$ cat config.mk
export PLATFORM = sky130hd
export DESIGN_NAME = apb_timer_core
export DESIGN_NICKNAME = d
export VERILOG_FILES = /design/src/rtl/apb_timer_core.sv
export SDC_FILE = /design/constraint.sdc
export NUM_CORES = 1
export LEC_CHECK = 0
export ABC_AREA = 1
export BUFFER_PORTS_ARGS = -buffer_cell sky130_fd_sc_hd__buf_2
export CAP_MARGIN = 20
export CORE_MARGIN = 5
export CORE_UTILIZATION = 56
export CTS_CLUSTER_SIZE = 12
export DETAILED_ROUTE_END_ITERATION = 10
export HOLD_SLACK_MARGIN = 0.08
export PLACE_DENSITY = 0.95
export REMOVE_ABC_BUFFERS = 1
export SYNTH_ARGS = -nofsm -noshare
export SYNTH_HDL_FRONTEND = slang
export SYNTH_SLANG_ARGS = --single-unit
$ cat constraint.sdc
create_clock -name clk -period 3.3 [get_ports clk]
set_input_delay 0.33 -clock clk [delete_from_list [all_inputs] [get_ports clk]]
set_output_delay 0.33 -clock clk [all_outputs]
set_load 0.05 [all_outputs]
$ cat src/rtl/apb_timer_core.sv
// APB slave register file and 64-bit prescaled counter for the system timer.
// Provides TCR/TDR/TCMP/THCSR, returns the interrupt block's TIER/TISR on reads,
// and forwards a committed-write strobe so that block can decode its own registers.
module apb_timer_core #(
  parameter logic [31:0] BASE_ADDR = 32'h2000_0000
) (
  input  logic        clk,
  input  logic        rst_n,
  input  logic        psel,
  input  logic        penable,
  input  logic        pwrite,
  input  logic [31:0] paddr,
  input  logic [31:0] pwdata,
  input  logic [3:0]  pstrb,
  output logic        pready,
  output logic        pslverr,
  output logic [31:0] prdata,
  input  logic        halt_req,
  input  logic [31:0] tier_in,
  input  logic [31:0] tisr_in,
  output logic        wr_en,
  output logic [31:0] addr,
  output logic [31:0] wdata,
  output logic [63:0] cnt,
  output logic [63:0] tcmp
);

  localparam logic [4:0] OFF_TCR   = 5'h00;
  localparam logic [4:0] OFF_TDR0  = 5'h04;
  localparam logic [4:0] OFF_TDR1  = 5'h08;
  localparam logic [4:0] OFF_TCMP0 = 5'h0C;
  localparam logic [4:0] OFF_TCMP1 = 5'h10;
  localparam logic [4:0] OFF_TIER  = 5'h14;
  localparam logic [4:0] OFF_TISR  = 5'h18;
  localparam logic [4:0] OFF_THCSR = 5'h1C;

  // Byte-lane merge of a write into an existing word.
  function automatic logic [31:0] merge(input logic [31:0] old, input logic [31:0] nw,
                                        input logic [3:0] strb);
    logic [31:0] r;
    for (int i = 0; i < 4; i++)
      r[i*8 +: 8] = strb[i] ? nw[i*8 +: 8] : old[i*8 +: 8];
    return r;
  endfunction

  logic       timer_en, div_en, halt_en;
  logic [3:0] div_val;
  logic [7:0] div_cnt, div_lim;

  logic       in_win, done, wr_commit;
  logic [4:0] off;
  logic       sel_tcr, sel_tdr0, sel_tdr1, sel_tcmp0, sel_tcmp1, sel_thcsr;
  logic       new_en, new_den, tcr_err, tcr_ok, stop_clr;
  logic [3:0] new_dv;
  logic       halted, run, tick;
  logic [31:0] rdata;

  assign in_win    = (paddr[31:5] == BASE_ADDR[31:5]);
  assign off       = paddr[4:0];
  assign done      = psel & penable & pready;
  assign wr_commit = done & pwrite & in_win;

  assign sel_tcr   = wr_commit & (off == OFF_TCR);
  assign sel_tdr0  = wr_commit & (off == OFF_TDR0);
  assign sel_tdr1  = wr_commit & (off == OFF_TDR1);
  assign sel_tcmp0 = wr_commit & (off == OFF_TCMP0);
  assign sel_tcmp1 = wr_commit & (off == OFF_TCMP1);
  assign sel_thcsr = wr_commit & (off == OFF_THCSR);

  // Candidate TCR fields after strobe merge; a rejected write leaves TCR untouched.
  assign new_en   = pstrb[0] ? pwdata[0]    : timer_en;
  assign new_den  = pstrb[0] ? pwdata[1]    : div_en;
  assign new_dv   = pstrb[1] ? pwdata[11:8] : div_val;
  assign tcr_err  = (new_dv > 4'd8) |
                    (timer_en & ((new_den != div_en) | (new_dv != div_val)));
  assign tcr_ok   = sel_tcr & ~tcr_err;
  assign stop_clr = tcr_ok & timer_en & ~new_en;

  assign pslverr = sel_tcr & tcr_err;
  assign wr_en   = done & pwrite;
  assign addr    = paddr;
  assign wdata   = pwdata;

  // Prescaler limit is 2^div_val - 1; div_val never exceeds 8 once accepted.
  assign div_lim = 8'hFF >> (4'd8 - div_val);
  assign halted  = halt_en & halt_req;
  assign run     = timer_en & ~halted;
  assign tick    = run & (~div_en | (div_cnt == div_lim));

  // Registered pready: low on the first access cycle, high on the second.
  always_ff @(posedge clk or negedge rst_n)
    if (!rst_n) pready <= 1'b0;
    else        pready <= psel & penable & ~pready;

  // Control/compare registers.
  always_ff @(posedge clk or negedge rst_n)
    if (!rst_n) begin
      timer_en <= 1'b0;
      div_en   <= 1'b0;
      div_val  <= 4'd1;
      halt_en  <= 1'b0;
      tcmp     <= '1;
    end else begin
      if (tcr_ok) begin
        timer_en <= new_en;
        div_en   <= new_den;
        div_val  <= new_dv;
      end
      if (sel_thcsr && pstrb[0]) halt_en <= pwdata[0];
      if (sel_tcmp0) tcmp[31:0]  <= merge(tcmp[31:0],  pwdata, pstrb);
      if (sel_tcmp1) tcmp[63:32] <= merge(tcmp[63:32], pwdata, pstrb);
    end

  // Counter and prescaler; a software TDR write overrides that cycle's increment.
  always_ff @(posedge clk or negedge rst_n)
    if (!rst_n) begin
      cnt     <= '0;
      div_cnt <= '0;
    end else if (stop_clr) begin
      cnt     <= '0;
      div_cnt <= '0;
    end else begin
      if (run && div_en) div_cnt <= tick ? 8'd0 : div_cnt + 8'd1;
      if (sel_tdr0 || sel_tdr1) begin
        if (sel_tdr0) cnt[31:0]  <= merge(cnt[31:0],  pwdata, pstrb);
        if (sel_tdr1) cnt[63:32] <= merge(cnt[63:32], pwdata, pstrb);
      end else if (tick) begin
        cnt <= cnt + 64'd1;
      end
    end

  // Read mux; reserved offsets and out-of-window addresses return 0.
  always_comb begin
    rdata = '0;
    if (in_win) begin
      case (off)
        OFF_TCR:   rdata = {20'd0, div_val, 6'd0, div_en, timer_en};
        OFF_TDR0:  rdata = cnt[31:0];
        OFF_TDR1:  rdata = cnt[63:32];
        OFF_TCMP0: rdata = tcmp[31:0];
        OFF_TCMP1: rdata = tcmp[63:32];
        OFF_TIER:  rdata = tier_in;
        OFF_TISR:  rdata = tisr_in;
        OFF_THCSR: rdata = {30'd0, halted, halt_en};
        default:   rdata = '0;
      endcase
    end
  end

  // prdata only carries data on a read completion cycle.
  assign prdata = (done & ~pwrite) ? rdata : 32'd0;

endmodule

# [After elaboration in Yosys (flattened, before gate mapping)]
# Index checks and enable logic that the tools add are counted.
[classes] n_addsub=3 n_lt_le_gt_ge=1 n_eq_ne=17 shifts=1 muxes=18 bitwise=29 reduce_logical=22
[op_table] operator="$pmux 32 s8" count=1
[op_table] operator="$mux 64" count=3
[op_table] operator="$mux 32" count=4
[op_table] operator="$add 64x1->64 const B" count=1
[op_table] operator="$mux 8" count=7
[op_table] operator="$eq 27x25->1 const B" count=1
[op_table] operator="$reduce_and 3->1" count=8
[op_table] operator="$and 1x1->1" count=20
[op_table] operator="$eq 5x5->1 const B" count=4
[op_table] operator="$ne 3x3->1 const B" count=6
[op_table] operator="$reduce_and 2->1" count=8
[op_table] operator="$eq 5x4->1 const B" count=2
[op_table] operator="$add 8x1->8 const B" count=1
[op_table] operator="$eq 8x8->1" count=1
[op_table] operator="$shr 8x4->8 const A" count=1
[op_table] operator="$not 1->1" count=6
[op_table] operator="$eq 5x3->1 const B" count=1
[op_table] operator="$logic_not 5->1" count=1
[op_table] operator="$gt 4x4->1 const B" count=1
[op_table] operator="$mux 4" count=1
[op_table] operator="$ne 4x4->1" count=1
[op_table] operator="$sub 4x4->4 const A" count=1
[op_table] operator="$or 1x1->1" count=3
[op_table] operator="$reduce_bool 3->1" count=1
[op_table] operator="5 further kinds" count=7
[totals] register_bits=144 input_bits=138 out_inout_bits=227 wordCells=113

# [Longest topological paths before layout]
# Gate-level depths: netlist of run 1.
[logic_depth] depth_word=11 mapped_depth=17 mapped_depth_nobuf=16

# [Worst setup path before layout of run 1]
# Ideal clock, no wire load.
[synth_path] path_type="register to output" startpoint="reg pready" endpoint="out pslverr" arrival_time_ps=2724 required_time_ps=2970 path_slack_ps=246 stages_incl_launch_ff=5 n_path_buf=0 path_cell_list="dfrtp_1 > nand3_1 > nor2_2 > nand3b_2 > nor3_1"
[synth_between] elab_chain_len=5
[synth_lines] item="start: declaration" line="15" rtl="output logic pready,"
[synth_lines] item="start signal: assignment" line="93" rtl="else pready <= psel & penable & ~pready;"
[synth_lines] item="$and 1x1->1" line="60" rtl="assign done = psel & penable & pready;"
[synth_lines] item="$and 1x1->1"
[synth_lines] item="net wr_en" line="21" rtl="output logic wr_en,"
[synth_lines] item="$and 1x1->1" line="61" rtl="assign wr_commit = done & pwrite & in_win;"
[synth_lines] item="$and 1x1->1" line="63" rtl="assign sel_tcr = wr_commit & (off == OFF_TCR);"
[synth_lines] item="$and 1x1->1" line="79" rtl="assign pslverr = sel_tcr & tcr_err;"
[synth_lines] item="end: declaration" line="16" rtl="output logic pslverr,"
# The timed path passes the listed nets, and every way through them passes these cells.

# [Final worst setup path of run 1]
[layout_path] startpoint="reg div_val[0]" endpoint="reg cnt[15]"
[layout_between] elab_chain_len=11 elab_cells_between_ends=20 classes_between="add/sub (1); order compare (1); eq/ne (4); shift (1); mux (2); bitwise (9); reduce/logical (2)"
[layout_lines] item="start: declaration" line="47" rtl="logic [3:0] div_val;"
[layout_lines] item="start signal: assignment" line="107" rtl="div_val <= new_dv;"
[layout_lines] item="branches (longest 11 deep; another with $sub 4x4->4)"
[layout_lines] item="end signal: assignment" line="125" rtl="if (sel_tdr0) cnt[31:0] <= merge(cnt[31:0], pwdata, pstrb);"
[layout_lines] item="end signal: assignment" line="128" rtl="cnt <= cnt + 64'd1;"
[layout_lines] item="end: declaration" line="24" rtl="output logic [63:0] cnt,"
# Several ways; the timed one is not identified.
# A chain may end at the register's enable or synchronous reset.

==> metrics.md, run 1 <==
| Metric | Value |
|---|---|
| Status | `finished, final reports clean` |
| Pleak | `6.74 nW` |
| Antenna violations before repair | `0` |
| Register area | `3680 um2` |
| EDFF count, synth | `0` |
| Achievable frequency | `between 0.3 and 0.4 GHz` |
| Die W | `151 um` |
| Setup Crit Path Kind | `reg -> reg` |
| RSZ-0062 raised after global routing | `no` |
| Skew final | `0.0112 ns` |
| FF-to-FF path depth | `15` |
| Hold EP | `pready` |
| Initial core utilization | `between 50% and 60%` |
| HPWL Detailed | `33200 um` |
| Die ar. | `22900 um2` |
| Ys async rst share | `100%` |
| Vias in the first global route | `between 10000 and 15000` |
| Multi-input combinational cell area | `6280 um2` |
| Cells after DPL | `2277` |
| Flops & latches, synth | `144` |
| DR vias | `around 13000` |
| Worst path cell trace | `inv_1, ha_1, ha_1, nand2_1, nand3_1, nand2_1, nand2_1, nor2_1, nand3_1, nand2_1, nand2_1, nand3_4, nand3_1, nand2_1, nand2_1` |
| Antenna cell count | `0` |
| Crit path top cell by count | `nand2_1` |
| Hold Worst Slack | `0.123 ns` |
| Setup total negative slack | `0 ns` |
| Slew headroom | `51.2%` |
| Synth Instances | `1746` |
| FF-to-FF End | `cnt[15]` |
| Largest net degree at the start of global routing | `83` |
| Required @ worst endpoint | `approximately 3.6 ns` |
| WL/cell | `between 15 and 20 um` |
| Internal power | `0.00332 W` |
| FF-to-FF setup slack | `0.28 ns` |
| Crit-path max cell delay | `~0.55 ns` |
| First-pass GRT wire length | `66000 um` |
| I/O Buffers | `364` |
| Clk_lat worst skew | `0.43 ns` |
| Sequential share of power | `38.5%` |
| GR Overflow Total | `0` |
| Clock network fraction of total power | `40.9%` |
| Max Cap Violations | `0` |
| Top FF cell, synth | `dfrtp_1` |
| Layout area overhead | `20.1%` |
| Clk Tree Root Cell | `clkbuf_16` |
| CTS buffer count | `17` |
| CTS tree | `done` |
| Worst-Margin Slew | `0.730 ns` |
| Endpoints failing setup | `0` |
| Final core occ | `68.7%` |
| Mapped cell area | `approximately 11000 um2` |
| Logic gate share of total power | `between 20% and 30%` |
| Period utilisation layout | `91.5%` |
| Fin. Hold Viols | `0` |
| Max VDD drop | `0.364 mV` |
| PD cells | `366 nW/um2` |
| Clock buffer depth | `2` |
| Starting DRC count in detailed routing | `1659` |
| Antenna Nets Post-Route | `0` |
| Synth unique cells | `44` |
| Share of layout cells above drive strength 1 | `25.1%` |
| Max H-tree Level | `4` |
| Slew Viols, Final | `0` |
| Clk pin slew, worst setup/hold paths | `0.06 ns` |
| Critical R2R Launch | `div_val[0]` |
| Period minus WS final | `3.02 ns` |
| Fillers | `approximately 1700` |
| Hold_sp | `penable` |
| CP Launch Type | `flip-flop` |
| Drc violations | `0` |
| Num rows | `51` |
| DR pass1 iterations | `7` |
| Hold Path Depth | `3` |
| Post-synthesis sequential area ratio | `32.9%` |
| Post-Syn Area per Cell | `6.41 um2` |
| CP Capture Type | `flip-flop` |
| Total global-route track usage | `around 37%` |
| Die Ht | `around 150 um` |
| Fin cells | `2310` |
| Via-per-instance ratio | `5.81` |
| Core Region | `19600 um2` |
| I/O pins | `365` |
| CTS Sinks | `144` |
| Worst path top cell family by delay | `simple AND/OR/NAND/NOR gates` |
| CP arrival | `3.33 ns` |
| Hold crit path type | `in -> reg` |
| Nets@finish | `around 2200` |
| CP Buf/Inv Count | `1` |
| Drt total wl | `approximately 44000 um` |
| Placer congestion estimate | `1.04` |
| CP max-delay cell | `dfstp_2` |
| NetSw | `0.00160 W` |
| Worst-path maximum fanout | `39` |
| Sw Ratio | `between 30% and 40%` |
| Synth Warn # | `0` |
-- through the flow --
stage / setup WS, ns / total power [W] / instance area, um2
final: 0.281 / 0.00492 / 13500
after global routing: 0.0467 / 0.00508 / 13500
after CTS: 0.332 / 0.00489 / 13500
after detailed placement: 0.412 / 0.00290 / 12800
after global placement: 0.542 / 0.00287 / 12800
after floorplan: -0.409 / 0.00236 / 10400
-- cell type report --
type / count / share of cell area [%]
Multi-Input combinational cell: 1355 / 46.7
Clock inverter: 10 / 1.02
Inverter: 115 / 3.21
Sequential cell: 144 / 27.4
Clock buffer: 22 / 3.45
Timing Repair Buffer: 399 / 15.7
Tap cell: 265 / 2.47
-- cells in the final DEF (no fill, tap or decap), types with 4 or more instances in the layout --
cell,netlist,layout
inv_1,114,114
buf_2,21,363
o211ai_1,4,4
nor2_1,225,222
and2_1,15,15
a41oi_1,20,20
nor2_4,3,5
nor2_2,3,4
buf_4,65,32
nand2_1,711,711
a221oi_1,29,29
a31oi_1,4,4
a21oi_1,16,16
dfrtp_1,79,79
xnor2_1,6,6
mux2i_1,4,4
ha_1,6,6
nor3_1,6,6
clkbuf_16,0,17
dfstp_2,65,65
nand4_1,65,65
nand3_1,84,83
xor2_1,42,42
o21ai_0,91,91
-- sequential cells by signal, summed over array words and instances, names as in the netlist --
name and cells:
div_cnt 8, cnt 64, div_en 1, timer_en 1, halt_en 1, pready 1
div_val 4, tcmp 64
-- timing repair --
action / CTS / global route
gates resized for setup: 0 / 0
hold endpoints to repair: 33 / 0
buffers inserted: 0 / 0
hold buffers: 1 / 0
-- logic make-up after synthesis --
group,synth area share (%)
flops,32.9
mux,0.358
fa+ha+maj,0.670
buf+inv,11.3
simple gates,41.3
compound gates,9.72
xor+xnor,3.75
-- worst max-delay path by stage --
| stage | startpoint | end | slack [ns] | cells after the start |
|---|---|---|---|---|
| floorplan | pready | cnt[0] | -0.41 | 7 |
| global placement | div_val[0] | cnt[61] | 0.54 | 15 |
| detailed placement | div_val[0] | cnt[31] | 0.41 | 15 |
| CTS | div_val[0] | cnt[15] | 0.33 | 15 |
| global route | div_val[0] | cnt[60] | 0.05 | 15 |
| finish | div_val[0] | cnt[15] | 0.28 | 15 |
-- synthesized netlist by cell type (all sizes together) (7+ instances only) --
cell type / count / share of area, %
xor2: 42 / 3.3
a21oi: 16 / 0.72
o21ai: 93 / 4.2
nand4: 66 / 3.7
nor3: 7 / 0.36
nand2: 712 / 24
and2: 15 / 0.84
a41oi: 20 / 1.6
a221oi: 29 / 2.3
buf: 95 / 6.2
nand3: 87 / 4.1
dfstp: 65 / 15
nor2: 231 / 8.0
dfrtp: 79 / 18
clkbuf: 37 / 1.2
inv: 115 / 3.9
-- worst min-delay path: stages --
cell and delay [ns]:
buf_2 0.10, nand2_1 0.05, nor2_1 0.03
-- power groups by stage --
| stage | clock network (W) | logic, W | registers, W |
|---|---|---|---|
| 2_1_floorplan | 0 | 0.000385 | 0.00198 |
| 3_3_place_gp | 0 | 0.000956 | 0.00191 |
| 3_5_place_dp | 0 | 0.000984 | 0.00191 |
| 4_1_cts | 0.00201 | 0.00100 | 0.00189 |
| 5_1_grt | 0.00208 | 0.00110 | 0.00190 |
| 6_report | 0.00201 | 0.00102 | 0.00189 |
-- routing by layer --
layer	GRT usage, %	routed length [um]
met5	0	0
met1	47.4	16600
met4	16.4	1800
met3	7.51	4700
met2	60.8	20600
Power figures use the tool's default switching activity.
==> run 2: changes to the inputs <==
--- a/config.mk
+++ b/config.mk
@@ -6,14 +6,15 @@
 export NUM_CORES = 1
 export LEC_CHECK = 0
 export ABC_AREA = 1
-export BUFFER_PORTS_ARGS = -buffer_cell sky130_fd_sc_hd__buf_2
+export BUFFER_PORTS_ARGS = -buffer_cell sky130_fd_sc_hd__buf_4
 export CAP_MARGIN = 20
 export CORE_MARGIN = 5
-export CORE_UTILIZATION = 56
+export CORE_UTILIZATION = 35
 export CTS_CLUSTER_SIZE = 12
 export DETAILED_ROUTE_END_ITERATION = 10
+export GPL_ROUTABILITY_DRIVEN = 0
 export HOLD_SLACK_MARGIN = 0.08
-export PLACE_DENSITY = 0.95
+export PLACE_DENSITY = 0.71
 export REMOVE_ABC_BUFFERS = 1
 export SYNTH_ARGS = -nofsm -noshare
 export SYNTH_HDL_FRONTEND = slang
==> metrics.md, run 2 (synthesized netlist as in run 1, its figures left out) <==
| Metric | Value |
|---|---|
| Status | `finished, final reports clean` |
| Initial core utilization | `35.5%` |
| # resized after CTS | `0` |
| Slew Viols, Final | `0` |
| CP Capture Type | `flip-flop` |
| First-pass GRT wire length | `69700 um` |
| Clock buffer depth | `2` |
| I/O Buffers | `around 360` |
| Drt total wl | `around 46000 um` |
| Period utilisation layout | `91.3%` |
| Worst-path maximum fanout | `27` |
| I/O pins | `365` |
| Die ar. | `35700 um2` |
| Setup Buffers After CTS | `0` |
| CTS tree | `done` |
| HPWL Detailed | `34800 um` |
| Biggest regs | `cnt: 64 flops, tcmp: 64 flops, div_cnt: 8 flops` |
| Skew final | `0.0114 ns` |
| Fillers | `approximately 3200` |
| RSZ-0062 raised after global routing | `no` |
| Max VDD drop | `0.346 mV` |
| Worst-Margin Slew | `1.01 ns` |
| FF-to-FF path depth | `15` |
| Period minus WS final | `3.01 ns` |
| Slew headroom | `32.4%` |
| CP arrival | `3.33 ns` |
| Pleak | `between 6 and 7 nW` |
| FF-to-FF End | `cnt[54]` |
| CP Launch Type | `flip-flop` |
| Nets@finish | `2169` |
| Endpoints failing setup | `0` |
| Core Region | `31600 um2` |
| Max H-tree Level | `4` |
| FF-to-FF setup slack | `0.29 ns` |
| Drc violations | `0` |
| Num rows | `65` |
| PD cells | `346 nW/um2` |
| Final core occ | `between 40% and 50%` |
| Clk_lat worst skew | `0.44 ns` |
| GR Overflow Total | `0` |
| Most common cell after layout, fill and taps aside | `nand2_1` |
| Antenna violations before repair | `0` |
| Setup Slack @ Placement | `0.413 ns` |
| DR vias | `approximately 13000` |
| Die W | `189 um` |
| Share of layout cells above drive strength 1 | `24.9%` |
| Die Ht | `189 um` |
| Via-per-instance ratio | `roughly 5.3` |
| CTS Hold Bufs | `0` |
| Achievable frequency | `around 0.33 GHz` |
| Setup Crit Path Kind | `reg -> reg` |
| Hold crit path type | `in -> async` |
| Antenna Nets Post-Route | `0` |
| Critical R2R Launch | `div_val[0]` |
| Required @ worst endpoint | `3.61 ns` |
| WL/cell | `18.7 um` |
| Commonest non-fill, non-tap cells in the layout | `nand2_1, buf_4, nor2_1` |
| Max Cap Violations | `0` |
| Starting DRC count in detailed routing | `1138` |
| Fin. Hold Viols | `0` |
| CTS Sinks | `about 140` |
| Clk pin slew, worst setup/hold paths | `around 0.060 ns` |
| Vias in the first global route | `12500` |
| Largest net degree at the start of global routing | `104` |
| Antenna cell count | `0` |
| Clk Tree Root Cell | `clkbuf_16` |
| DR pass1 iterations | `6` |
| Layout area overhead | `29.6%` |
| End of the critical path | `cnt[54]` |
| Worst setup margin | `0.286 ns` |
| Crit path launch | `div_val[0]` |
| CTS buffer count | `17` |
| Total global-route track usage | `24.5%` |
==> run 2: worst min-delay path by stage <==
stage,from,endpoint,slack [ns],depth (start not counted)
after floorplan,rst_n,cnt[0],0.03,0
after global placement,pready,pready,0.45,1
after detailed placement,pready,pready,0.45,1
after CTS,rst_n,div_cnt[3],0.08,1
after global routing,rst_n,div_cnt[0],0.11,1
final,rst_n,div_cnt[0],0.02,1
==> run 2: layout make-up <==
| type | instances | area (um2) | area share (%) |
|---|---|---|---|
| Multi-Input combinational cell | 1355 | 6280 | 43.3 |
| Clock buffer | 22 | 464 | 3.20 |
| Clock inverter | 10 | 134 | 0.923 |
| Timing Repair Buffer | 392 | 3010 | 20.7 |
| Tap cell | 402 | 503 | 3.47 |
| Inverter | 115 | 432 | 2.98 |
| Sequential cell | 144 | 3680 | 25.4 |
==> run 2: layer usage <==
metal	wire length (um)	GRT usage, %	up-vias
li1	-	-	6140
met1	18200	31.3	6059
met2	21800	41.8	724
met3	4180	5.09	103
met4	1370	7.40	0
met5	0	0	-
==> run 2: per-stage QoR <==
step | instances | TNS [ns] | total power [W] | hold slack, ns | instance area [um2]
floorplan | 1614 | -26.13 | 0.00236 | 0.0344 | 10400
CTS | 2440 | 0 | 0.00504 | 0.0821 | 14500
finish | 2440 | 0 | 0.00502 | 0.0174 | 14500
global placement | 2408 | 0 | 0.00299 | 0.445 | 13900
global route | 2440 | 0 | 0.00522 | 0.111 | 14500
detailed placement | 2408 | 0 | 0.00301 | 0.452 | 13900
==> run 2: power breakdown <==
| group | internal (W) | leakage, nW | switching, W |
|---|---|---|---|
| clock network | 0.00123 | 0.290 | 0.000802 |
| registers | 0.00182 | 1.73 | 0.0000729 |
| logic | 0.000353 | 4.84 | 0.000748 |
| total | 0.00340 | 6.87 | 0.00162 |
==> run 2: critical path, stage by stage (launching register included) <==
cell and delay [ns]:
dfstp_2 0.56, inv_1 0.12, ha_1 0.24, ha_1 0.30, nand2_1 0.11, nand3_1 0.10, nand2_1 0.07, nand2_1 0.06
nor2_1 0.09, nand3_1 0.08, nand2_1 0.06, nand2_1 0.11, nand3_4 0.30, nand3_1 0.40, nand2_1 0.19, nand2_1 0.08
